$ cat config.mk
export PLATFORM = sky130hd
export DESIGN_NAME = aer_in_arbiter
export DESIGN_NICKNAME = d
export VERILOG_FILES = /design/src/rtl/snn_aer_pkg.sv /design/src/rtl/aer_ack_sync.sv /design/src/rtl/aer_in_arbiter.sv
export SDC_FILE = /design/constraint.sdc
export NUM_CORES = 1
export LEC_CHECK = 0
export CAP_MARGIN = 20
export CELL_PAD_IN_SITES_DETAIL_PLACEMENT = 2
export CELL_PAD_IN_SITES_GLOBAL_PLACEMENT = 2
export CORE_ASPECT_RATIO = 0.8
export CORE_MARGIN = 2
export CORE_UTILIZATION = 30
export DETAILED_ROUTE_END_ITERATION = 10
export GPL_TIMING_DRIVEN = 0
export PLACE_DENSITY_LB_ADDON = 0.1
export SLEW_MARGIN = 20
export SYNTH_ARGS = -nofsm -noshare
export SYNTH_HDL_FRONTEND = slang
export SYNTH_SLANG_ARGS = --single-unit
$ cat constraint.sdc
create_clock -name CLK -period 2.3 [get_ports CLK]
set_clock_uncertainty 0.2 [all_clocks]
set_input_delay 0.46 -clock CLK [delete_from_list [all_inputs] [get_ports CLK]]
set_output_delay 0.46 -clock CLK [all_outputs]
set_load 0.02 [all_outputs]
$ cat src/rtl/snn_aer_pkg.sv
// snn_aer_pkg: shared types and constants for the AER input arbiter
// Holds the handshake FSM state enum, the default AER address width and the
// requester IDs used to record which slot was granted.
package snn_aer_pkg;
  localparam int AER_WIDTH_DEF = 10;
  localparam logic REQ_ENC = 1'b0;
  localparam logic REQ_HOST = 1'b1;
  typedef enum logic [1:0] {IDLE, REQ_HI, WAIT_LO} aer_state_t;
endpackage

$ cat src/rtl/aer_ack_sync.sv
// aer_ack_sync: two-flop synchronizer bringing the asynchronous AER ACK into CLK
// Ports: CLK, RST (sync, active high), ACK (async in), ACK_S (synchronized out).
module aer_ack_sync (
  input  logic CLK,
  input  logic RST,
  input  logic ACK,
  output logic ACK_S
);
  logic meta;
  always_ff @(posedge CLK)
    if (RST) {ACK_S, meta} <= 2'b00;
    else {ACK_S, meta} <= {meta, ACK};
endmodule

$ cat src/rtl/aer_in_arbiter.sv
// aer_in_arbiter: two-slot round-robin arbiter driving a 4-phase AER handshake
// Ports: CLK/RST (sync, active high); ENC_* and HOST_* are the two requesters
// (ADDR/VALID in, BUSY out = slot pending); AER_ADDR/AER_REQ/AER_ACK form the
// 4-phase link to the SNN core; TIMEOUT_ERR is sticky, cleared by ERR_CLR;
// GRANT_HOST shows the current or most recent grant.
module aer_in_arbiter
  import snn_aer_pkg::*;
#(
  parameter int AER_WIDTH = AER_WIDTH_DEF,
  parameter int ACK_TIMEOUT = 255
) (
  input  logic                 CLK,
  input  logic                 RST,
  input  logic [AER_WIDTH-1:0] ENC_ADDR,
  input  logic                 ENC_VALID,
  output logic                 ENC_BUSY,
  input  logic [AER_WIDTH-1:0] HOST_ADDR,
  input  logic                 HOST_VALID,
  output logic                 HOST_BUSY,
  output logic [AER_WIDTH-1:0] AER_ADDR,
  output logic                 AER_REQ,
  input  logic                 AER_ACK,
  input  logic                 ERR_CLR,
  output logic                 TIMEOUT_ERR,
  output logic                 GRANT_HOST
);
  localparam int CW = $clog2(ACK_TIMEOUT + 1);
  aer_state_t state, state_n;
  logic [CW-1:0] cnt, cnt_n;
  logic grant, ack_s, enc_pend, host_pend, sel_host, load, done, tmo, tmo_hit;
  logic [AER_WIDTH-1:0] enc_addr, host_addr;
  aer_ack_sync u_sync (.CLK(CLK), .RST(RST), .ACK(AER_ACK), .ACK_S(ack_s));
  assign ENC_BUSY = enc_pend;
  assign HOST_BUSY = host_pend;
  assign GRANT_HOST = grant == REQ_HOST;
  // host wins only if the encoder is idle or the encoder had the last grant
  assign sel_host = host_pend & (~enc_pend | grant == REQ_ENC);
  // a state lasts at most ACK_TIMEOUT cycles: give up on its last cycle
  assign tmo_hit = cnt == CW'(ACK_TIMEOUT - 1);
  assign cnt_n = (state_n != state || state == IDLE) ? '0 : cnt + 1'b1;
  always_ff @(posedge CLK)
    if (RST) begin
      state <= IDLE;
      cnt <= '0;
    end else begin
      state <= state_n;
      cnt <= cnt_n;
    end
  always_comb begin
    state_n = state;
    load = 1'b0;
    done = 1'b0;
    tmo = 1'b0;
    case (state)
      IDLE: if (enc_pend | host_pend) begin
        state_n = REQ_HI;
        load = 1'b1;
      end
      REQ_HI: if (ack_s) state_n = WAIT_LO;
        else if (tmo_hit) begin
          state_n = IDLE;
          tmo = 1'b1;
        end
      WAIT_LO: if (!ack_s) begin
          state_n = IDLE;
          done = 1'b1;
        end else if (tmo_hit) begin
          state_n = IDLE;
          tmo = 1'b1;
        end
      default: state_n = IDLE;
    endcase
  end
  always_ff @(posedge CLK)
    if (RST) begin
      grant <= REQ_HOST;
      AER_ADDR <= '0;
      AER_REQ <= 1'b0;
      TIMEOUT_ERR <= 1'b0;
      enc_pend <= 1'b0;
      host_pend <= 1'b0;
      enc_addr <= '0;
      host_addr <= '0;
    end else begin
      AER_REQ <= state_n == REQ_HI;
      if (load) begin
        grant <= sel_host ? REQ_HOST : REQ_ENC;
        AER_ADDR <= sel_host ? host_addr : enc_addr;
      end
      TIMEOUT_ERR <= tmo | (TIMEOUT_ERR & ~ERR_CLR);
      // a pending slot only changes by being released; an empty one only by capture
      enc_pend <= enc_pend ? ~((done | tmo) & grant == REQ_ENC) : ENC_VALID;
      host_pend <= host_pend ? ~((done | tmo) & grant == REQ_HOST) : HOST_VALID;
      if (ENC_VALID & ~enc_pend) enc_addr <= ENC_ADDR;
      if (HOST_VALID & ~host_pend) host_addr <= HOST_ADDR;
    end
endmodule

Word level (Yosys, flattened, before mapping)
Cells that the tools add are included.
{ "classes": {"reduce_logical": 3, "n_addsub": 1, "n_eq_ne": 5, "n_bitwise": 16, "muxes": 17} }
{ "op_table": {"columns": ["op", "n"], "rows": [
  ["$mux W1", 10],
  ["$mux W10", 1],
  ["$add A8 B1 Y8 const B", 1],
  ["$eq A8 B8 Y1 const B", 1],
  ["$mux W2", 4],
  ["$and A1 B1 Y1", 6],
  ["$not A1 Y1", 6],
  ["$pmux W2 S3", 1],
  ["$eq A2 B1 Y1 const B", 2],
  ["$or A1 B1 Y1", 4],
  ["$eq A2 B2 Y1 const B", 1],
  ["$logic_not A2 Y1", 1],
  ["$ne A2 B2 Y1", 1],
  ["$pmux W1 S2", 1],
  ["$reduce_or A2 Y1", 1],
  ["$logic_or A1 B1 Y1", 1]
]} }
{ "word_totals": {"output_inout_bits": 15, "reg_bits": 47} }

Depth between registers and ports, before layout
Gate-level depths: netlist of the first run.
{ "logic_depth": {"depth_word": 8, "depth_mapped": 6, "mapped_depth_nobuf": 6} }

Hierarchy
Synthesis of the first run repeated with hierarchy kept, for this count alone.
{ "unflattened": {"cells_unflattened": 220, "hier_area_um2": 1961.9} }
{ "modules_own_cells": {"columns": ["mod", "area_per_inst_um2", "cells_each", "n_inst"], "rows": [
  ["aer_in_arbiter", 1909.3, 216, 1],
  ["aer_ack_sync", 52.6, 4, 1]
]} }

Worst setup path after synthesis of the first run
No wires, ideal clock.
{ "synth_path": {"path_kind": "flip-flop to flip-flop", "from": "register state[1]", "to": "register cnt[2]", "setup_ps": 66, "path_slack_ps": 523, "t_arrival_ps": 1511, "stages_incl_launch_ff": 7, "required_ps": 2034, "cell_sequence": "dfxtp_1 -> inv_1 -> ha_1 -> nor4bb_1 -> a2111oi_2 -> o221ai_2 -> nor2_1"} }
{ "synth_between": {"elab_chain_len": 6} }
{ "synth_lines": {"columns": ["item", "line", "source"], "rows": [
  ["from (decl)", "aer_in_arbiter.sv:28", "aer_state_t state, state_n;"],
  ["from (signal assigned)", "aer_in_arbiter.sv:46", "state <= state_n;"],
  ["$mux W2", "aer_in_arbiter.sv:60, aer_in_arbiter.sv:67", null],
  ["$mux W2 (on tied branches)", "aer_in_arbiter.sv:64, aer_in_arbiter.sv:59", null],
  ["$pmux W2 S3", "aer_in_arbiter.sv:54", "case (state)"],
  ["$ne A2 B2 Y1", "aer_in_arbiter.sv:40", "assign cnt_n = (state_n != state || state == IDLE) ? '0 : cnt + 1'b1;"],
  ["$logic_or A1 B1 Y1 *", "aer_in_arbiter.sv:40", null],
  ["$reduce_or A2 Y1 (no source line) *", null, null],
  ["to (signal assigned)", "aer_in_arbiter.sv:47", "cnt <= cnt_n;"],
  ["to (decl)", "aer_in_arbiter.sv:29", "logic [CW-1:0] cnt, cnt_n;"]
]} }
Mark *: on every way between the ends. The rest lies on a longest branch, timed or not.
A chain may end at the register's enable or synchronous reset.

Final worst setup path of the first run
{ "layout_path": {"from": "register enc_pend (netlist: ENC_BUSY)", "to": "output port ENC_BUSY"} }
{ "layout_lines": {"columns": ["item", "line", "source"], "rows": [
  ["from (decl)", "aer_in_arbiter.sv:30", "logic grant, ack_s, enc_pend, host_pend, sel_host, load, done, tmo, tmo_hit;"],
  ["from (signal assigned)", "aer_in_arbiter.sv:92", "enc_pend <= enc_pend ? ~((done | tmo) & grant == REQ_ENC) : ENC_VALID;"],
  ["to (decl)", "aer_in_arbiter.sv:16", "output logic ENC_BUSY,"]
]} }
No word-level cell between the ends.

==> results of run 1 <==
## cells by family after synthesis
kind of cell,share of synthesized area
AO/OA/AOI/OAI,0.170
XOR/XNOR,0.0268
adder cells (fa/ha/maj),0.0383
buffers and inverters,0.0434
flip-flops,0.480
multiplexers,0.0562
AND/OR/NAND/NOR,0.185
## cell usage in the layout, fill, tap and decap left out, types with 2 or more instances in the layout
cell type,instances
sky130_fd_sc_hd__nand3_1,4
sky130_fd_sc_hd__xor2_1,5
sky130_fd_sc_hd__clkbuf_8,5
sky130_fd_sc_hd__nor2b_1,4
sky130_fd_sc_hd__mux2i_1,11
sky130_fd_sc_hd__nor2_1,23
sky130_fd_sc_hd__ha_1,6
sky130_fd_sc_hd__buf_1,2
sky130_fd_sc_hd__dfxtp_1,47
sky130_fd_sc_hd__a21oi_1,24
sky130_fd_sc_hd__and3_2,2
sky130_fd_sc_hd__clkbuf_1,7
sky130_fd_sc_hd__buf_6,2
sky130_fd_sc_hd__a311oi_1,2
sky130_fd_sc_hd__inv_1,6
sky130_fd_sc_hd__nand2b_1,2
sky130_fd_sc_hd__clkdlybuf4s50_1,40
sky130_fd_sc_hd__a211oi_1,11
sky130_fd_sc_hd__bufinv_16,2
sky130_fd_sc_hd__nand2_1,43
sky130_fd_sc_hd__buf_2,2
## how the worst max path moves through the flow
stage	startpoint	endpoint	depth (start not counted)
after floorplan	state[1]	cnt[2]	6
after global placement	RST	TIMEOUT_ERR	4
after detailed placement	RST	TIMEOUT_ERR	4
after CTS	ENC_BUSY	ENC_BUSY	1
after global routing	state[1]	cnt[4]	6
final	ENC_BUSY	ENC_BUSY	1
## power groups by stage
stage	Clock [uW]	Combinational, uW	Sequential [uW]
3_5_place_dp	0	366	936
5_1_grt	763	403	926
6_report	712	363	916
3_3_place_gp	0	359	932
2_1_floorplan	0	169	963
4_1_cts	732	371	917
## stage by stage
stage               worst slack (ps)  power (uW)  instances   util  area, um^2
floorplan                        523        1130        220      -        1960
global placement                24.8        1290        344  0.389        2470
detailed placement              2.88        1300        344  0.389        2470
CTS                              118        2020        352  0.410        2600
global route                    23.7        2090        352  0.410        2600
finish                           139        1990        352  0.410        2600
## flip-flops by register name, indices dropped and copies added, names as in the netlist
register	flops
GRANT_HOST	1
TIMEOUT_ERR	1
host_addr	10
state	2
u_sync.ACK_S	1
AER_REQ	1
u_sync.meta	1
cnt	8
HOST_BUSY	1
enc_addr	10
AER_ADDR	10
ENC_BUSY	1
## per-layer routing
layer | track usage | wire length, um | vias to the layer above | part of all wire
li1 | - | - | 845 | -
met1 | 0.226 | 2770 | 787 | 0.52
met2 | 0.241 | 2340 | 33 | 0.44
met3 | 0.0307 | 177 | 4 | 0.033
met4 | 0.0478 | 55 | 0 | 0.010
met5 | 0 | 0 | - | 0
## layout make-up
cell class	instances	area, um^2	share of cell area
Sequential cell	47	941	0.362
Inverter	6	22.5	0.00867
Multi-Input combinational cell	155	935	0.360
Clock inverter	2	60.1	0.0231
Timing Repair Buffer	40	400	0.154
Buffer	12	62.6	0.0241
Tap cell	84	105	0.0404
Clock buffer	6	72.6	0.0279
==> out/summary.md, run 1 <==
The worst endpoint required time is 1640 ps. Walking the worst path, the cells encountered are clkdlybuf4s50_1. Among cell families on the critical path, the largest total delay comes from buffers and inverters.

The arrival time at the worst endpoint was 1500 ps; the via-per-instance ratio was 4.74. The first global-routing pass estimated 8760 um of wire. The switching power as a share of total power came out at 0.258.

The logs give 0 for the number of max-cap violations and 4 for the number of detailed-route iterations in the first pass. The min-delay analysis places its worst path in the category register to register. The worst hold path was traced through 2 stages. The fmax was 463 MHz; the count of synthesis-stage warnings from yosys was 0.

The average instance in the mapped netlist occupies 8.91 um^2. The via count of the first global-routing pass came out at 1726. The count of flip-flops with a built-in enable after synthesis works out to 0. The category of the worst setup path launch point was a register.

The total buffers and inverters traversed by the critical path was 1. The die covers 0.00720 mm^2. For the number of standard-cell rows in the floorplan, the log shows 26. The tools report the category of the worst setup path capture point as a primary output.

In the final design database the tool counted 299 nets. In this run, the number of DRC markers left after iteration 0 of detailed routing was 33. Hold timing on the final database bottoms out at a slack of 265 ps.

Of all nets on the critical path, the largest fanout is 9. On the critical path, the stage with the largest delay is an instance of sky130_fd_sc_hd__clkdlybuf4s50_1. Setup repair after global routing left no endpoint under its margin. The placeable core region was 0.00634 mm^2; the internal power was 1480 uW. The setup TNS was 0 ps; the HPWL reported at the end of detailed placement was 3980 um. The endpoint identified for the worst register-to-register timing path is cnt[5]. Buffers inserted during clock tree synthesis total 5. Among all cell types in the netlist, the one instantiated most often is sky130_fd_sc_hd__dfxtp_1.

The tools report the clock net sink count as 47. In this run, post-CTS repair resized a total of 0 instances. The tools report the starting utilization of the core area as 0.309.

The proportion of netlist area held by the largest area contributor is 0.480, and the tightest slew margin relative to the limit is 0.658. The final route contains 1669 vias. The tools report the total wire length as 5350 um. For the share of power burned in the clock network, the log shows 0.358. The leading register cell type out of synthesis is sky130_fd_sc_hd__dfxtp_1.

The setup path with the least slack is of type register to primary output. The tools report the total routing resource utilization after global routing as 0.158. The total power divided by cell area is 766 mW/mm^2, and the cell depth of the worst flop-to-flop path is 6. The root buffer cell chosen for the clock tree is sky130_fd_sc_hd__clkbuf_8. In this run, post-CTS hold repair placed 0 buffers. The largest total area in the synthesized netlist belongs to sky130_fd_sc_hd__dfxtp_1. The global route total overflow came out at 0. In the final routed layout, each cell accounts on average for 15.2 um. Launch instance of the worst register-to-register path: state[1].

The synthesized cell area is 0.00196 mm^2, and the distinct cell type count after synthesis is 36. The tools report the end point of the worst hold path as host_addr[4]. The minimum clock period after layout was 2160 ps. For the proportion of power drawn by flip-flops and latches, the log shows 0.460.

Sorting the synthesized cells by area gives the leading types as sky130_fd_sc_hd__dfxtp_1 48%, sky130_fd_sc_hd__nand2_1 8.2%, sky130_fd_sc_hd__a21oi_1 6.1%. The number of pins with negative max-slew slack in the final report is 0. The run gives 716 as the layout filler cell count. After clock tree synthesis, the clock-pin slew on the worst setup and hold paths is 90 ps. No sink is reached through more buffers than the 2 on the longest clock path. The post-CTS setup buffer count came out at 0. During placement, the flow inserted port buffers numbering 40. The sequential-to-total area share from yosys stat came out at 0.480. The combinational share of power is 0.182, and the maximum number of pins on one net before global-route repair is 15.

Die span in x: 94.4 um. The synthesized instance count is 220. The number of nets still failing antenna checks after routing is 0, and the number of storage elements in the synthesis netlist is 47.

For the leakage component of the power, the log shows 0.000947 uW. In this run the most critical hold path is launched from host_addr[4]. The largest single stage delay on the critical path is 680 ps.

For the number of endpoints failing setup at the final stage, the log shows 0. The H-tree generated during clock tree synthesis spans 2 levels. For this design the total switching power over the nets is 513 uW. Measured along the y axis, the die boundary spans 76.3 um. The number of DRC violations after detailed routing is 0. Total count of hold-check failures in the final report: 0. The commonest cells after synthesis are 47 x sky130_fd_sc_hd__dfxtp_1, 43 x sky130_fd_sc_hd__nand2_1, 24 x sky130_fd_sc_hd__a21oi_1. The share of synthesized flip-flops with an asynchronous set or reset was 0; the insertion delay to the later sink of the worst-skew pair was 300 ps. The share of the clock period used by the worst path after layout was 0.939; the number of antenna violations at the first check in global routing was 0. Synthesized net count: 252. Actual slew at the worst max-slew pin: 513 ps. The run gives 210 ps as the worst reg-to-reg setup slack. The run finished with clean final reports. For the worst-case vdd ir drop, the log shows 0.300 mV.

The number of primary I/O pins was 41; the area growth from synthesis to layout was 32.5%. Share of post-route cells with drive strength above 1: 0.0672. TritonCTS built the clock tree.

The run gives 0.736 as the placer congestion estimate. 0 antenna diodes ended up in the layout.
Power figures use the tool's default switching activity.
==> run 2, diff against run 1 <==
CORE_UTILIZATION = 32   (was 30)
SETUP_SLACK_MARGIN = 0.15   (was default)
clock period = 2.5 ns   (was 2.3 ns; I/O delays follow)
==> out/summary.md, run 2 (same netlist as run 1, synthesis figures left out) <==
The area growth from synthesis to layout is 31.6%, and the clock net sink count is 47. The run gives 152 ps as the post-placement setup slack. The placer congestion estimate is 0.710, and the final worst-path setup slack is 275 ps. The clock period could shrink to 2220 ps. In this run the static leakage power is 0.000943 uW.

For the worst-skew pair, the clock arrives at the later sink with an insertion delay of 290 ps. After detailed routing, the number of remaining DRC violations is 0. For the combinational share of power, the log shows 0.191. For the detailed router's first-iteration violation count, the log shows 55. The worst setup path is of the register to primary output kind.

The setup TNS was 0 ps. The tools report the number of nets still failing antenna checks after routing as 0. The clock-pin slew of the registers on the worst-case setup and hold paths is 80 ps. The library cell used most frequently in the layout, excluding fill and tap cells, is sky130_fd_sc_hd__dfxtp_1.

The tools report the worst-case vdd ir drop as 0.240 mV. The number of antenna violations at the first check in global routing was 0. In the final routed layout, each cell accounts on average for 15.2 um. The tools report the number of clock buffers inserted by TritonCTS as 5.

Setup repair after global routing left no endpoint under its margin. The largest single stage delay on the critical path is 690 ps. The slowest stage of the critical path is the sky130_fd_sc_hd__clkdlybuf4s50_1 cell. Final layout net count: 299. The total power divided by cell area works out to 680 mW/mm^2. The H-tree generated during clock tree synthesis spans 2 levels. The finished layout holds 349 standard cells, fillers aside. Measured along the x axis, the die boundary spans 91.5 um. Number of resized instances in the post-cts repair step: 0. For this run the aggregate overflow at the end of global routing stands at 0.

Cell at the root of the clock tree: sky130_fd_sc_hd__clkbuf_8. The share of power burned in the clock network is 0.330, and the worst reg-to-reg setup slack is 350 ps. Across the run, the number of max-cap violations was 0. The proportion of power drawn by flip-flops and latches was 0.479; the area of the die was 0.00677 mm^2. The total wire length is 5310 um. The type of the most critical hold path was register to register. For the starting utilization of the core area, the log shows 0.332. The flow ran to the end, and the final reports show no timing, DRC or antenna violations. TritonCTS built the clock tree. The run gives 0 as the number of endpoints failing setup at the final stage.

Buffers placed on the I/O ports in this run total 40. The total count of hold-check failures in the final report was 0; the die boundary height was 74.0 um. The total routing resource utilization after global routing is 0.166, and the count of hold buffers inserted by post-cts repair is 0. The tightest slew margin relative to the limit is 0.649. The total buffers and inverters traversed by the critical path was 1. The actual slew at the worst max-slew pin was 526 ps. The pre-antenna-repair detailed-routing pass consisted of 4 iterations. The top cell types in the final layout, fill and taps aside, are 47 x sky130_fd_sc_hd__dfxtp_1, 43 x sky130_fd_sc_hd__nand2_1, 40 x sky130_fd_sc_hd__clkdlybuf4s50_1.

Fill cells in the final layout number 644. The arrival time at the worst endpoint is 1520 ps, and the global-route wire length before repair is 8490 um. After detailed routing, the number of vias per cell comes to 4.84. Detailed routing inserted a total of 1690 vias. Detailed placement finished with a half-perimeter wire length of 4020 um. The placeable core region is 0.00591 mm^2, and the number of antenna repair diodes is 0. The post-CTS setup buffer count was 0; the net switching power of the design was 471 uW.

In this run the count of I/O pins placed on the die edge is 41. Data on the critical path is required at its endpoint by 1800 ps. The run gives 0 as the number of pins with negative max-slew slack in the final report. Share of the clock period used by the worst path after layout: 0.890.

The run gives 1670 as the via count of the first global-routing pass. In the final layout, the registers with the most flip-flops are AER_ADDR (10), enc_addr (10), host_addr (10). The share of post-route cells with drive strength above 1 was 0.0709.

The critical path goes through clkdlybuf4s50_1. The category of the worst setup path launch point was a register. In this run the core area contains 25 standard-cell rows. The switching power as a share of total power was 0.268; the fmax was 449 MHz.

Entering global routing, the biggest net connects 15 pins. For the final hold slack, the log shows 251 ps. The category of the worst setup path capture point was a primary output. The internal power came out at 1280 uW. Counting along the longest clock path gives a buffer depth of 2. Along the worst path, the maximum fanout reaches 9. Grouping stages by cell kind, the critical path spends the most delay in buffers and inverters.

The cell total after placement is 341.
run 2: cell types whose count changed in the layout (fill, tap and decap cells not counted):
| cell | change |
|---|---|
| sky130_fd_sc_hd__clkbuf_1 | -1 |
| sky130_fd_sc_hd__bufinv_16 | -1 |
| sky130_fd_sc_hd__clkbuf_8 | +1 |
| sky130_fd_sc_hd__clkinv_2 | +1 |
run 2: routing by layer:
| metal | global-route usage | vias to the layer above | wire [um] |
|---|---|---|---|
| li1 | - | 847 | - |
| met1 | 0.236 | 811 | 2710 |
| met2 | 0.255 | 30 | 2370 |
| met3 | 0.0365 | 2 | 202 |
| met4 | 0.0505 | 0 | 29 |
| met5 | 0 | - | 0 |
run 2: worst reg2reg max path: stages (launching register included):
cell and delay [ps]:
sky130_fd_sc_hd__dfxtp_1 460, sky130_fd_sc_hd__inv_1 150, sky130_fd_sc_hd__ha_1 270, sky130_fd_sc_hd__nor4bb_1 170, sky130_fd_sc_hd__a2111oi_2 370, sky130_fd_sc_hd__o221ai_2 290
sky130_fd_sc_hd__nor2_1 180
run 2: power groups by stage:
stage / combinational [uW] / clock [uW] / sequential [uW]
finish: 335 / 579 / 841
global route: 370 / 627 / 850
CTS: 340 / 593 / 842
detailed placement: 339 / 0 / 859
global placement: 331 / 0 / 856
floorplan: 155 / 0 / 886
run 2: per-stage QoR:
stage	power, uW	utilization	area [um^2]
global route	1850	0.436	2580
floorplan	1040	-	1960
finish	1750	0.436	2580
global placement	1190	0.417	2460
detailed placement	1200	0.417	2460
CTS	1770	0.436	2580
run 2: path summary, 6_finish.rpt:
check | from | end | cells after the start
worst min register to register | u_sync.meta | u_sync.ACK_S | 1
worst max-delay path | ENC_BUSY | ENC_BUSY | 1
worst max register to register | state[1] | cnt[4] | 6
worst min-delay path | u_sync.meta | u_sync.ACK_S | 1
run 2: final cells by class:
| type | instances | area [um^2] | area share |
|---|---|---|---|
| clock inverter | 2 | 35.0 | 0.0136 |
| buffer | 12 | 62.6 | 0.0242 |
| timing repair buffer | 40 | 400 | 0.155 |
| inverter | 6 | 22.5 | 0.00873 |
| sequential | 47 | 941 | 0.365 |
| tap | 81 | 101 | 0.0393 |
| multi-input combinational | 155 | 935 | 0.362 |
| clock buffer | 6 | 82.6 | 0.0320 |
==> run 3, diff against run 2 <==
TNS_END_PERCENT = 5   (was default)
==> results of run 3 <==
Same layout as run 2: the final DEF is identical, and so are final timing and power.
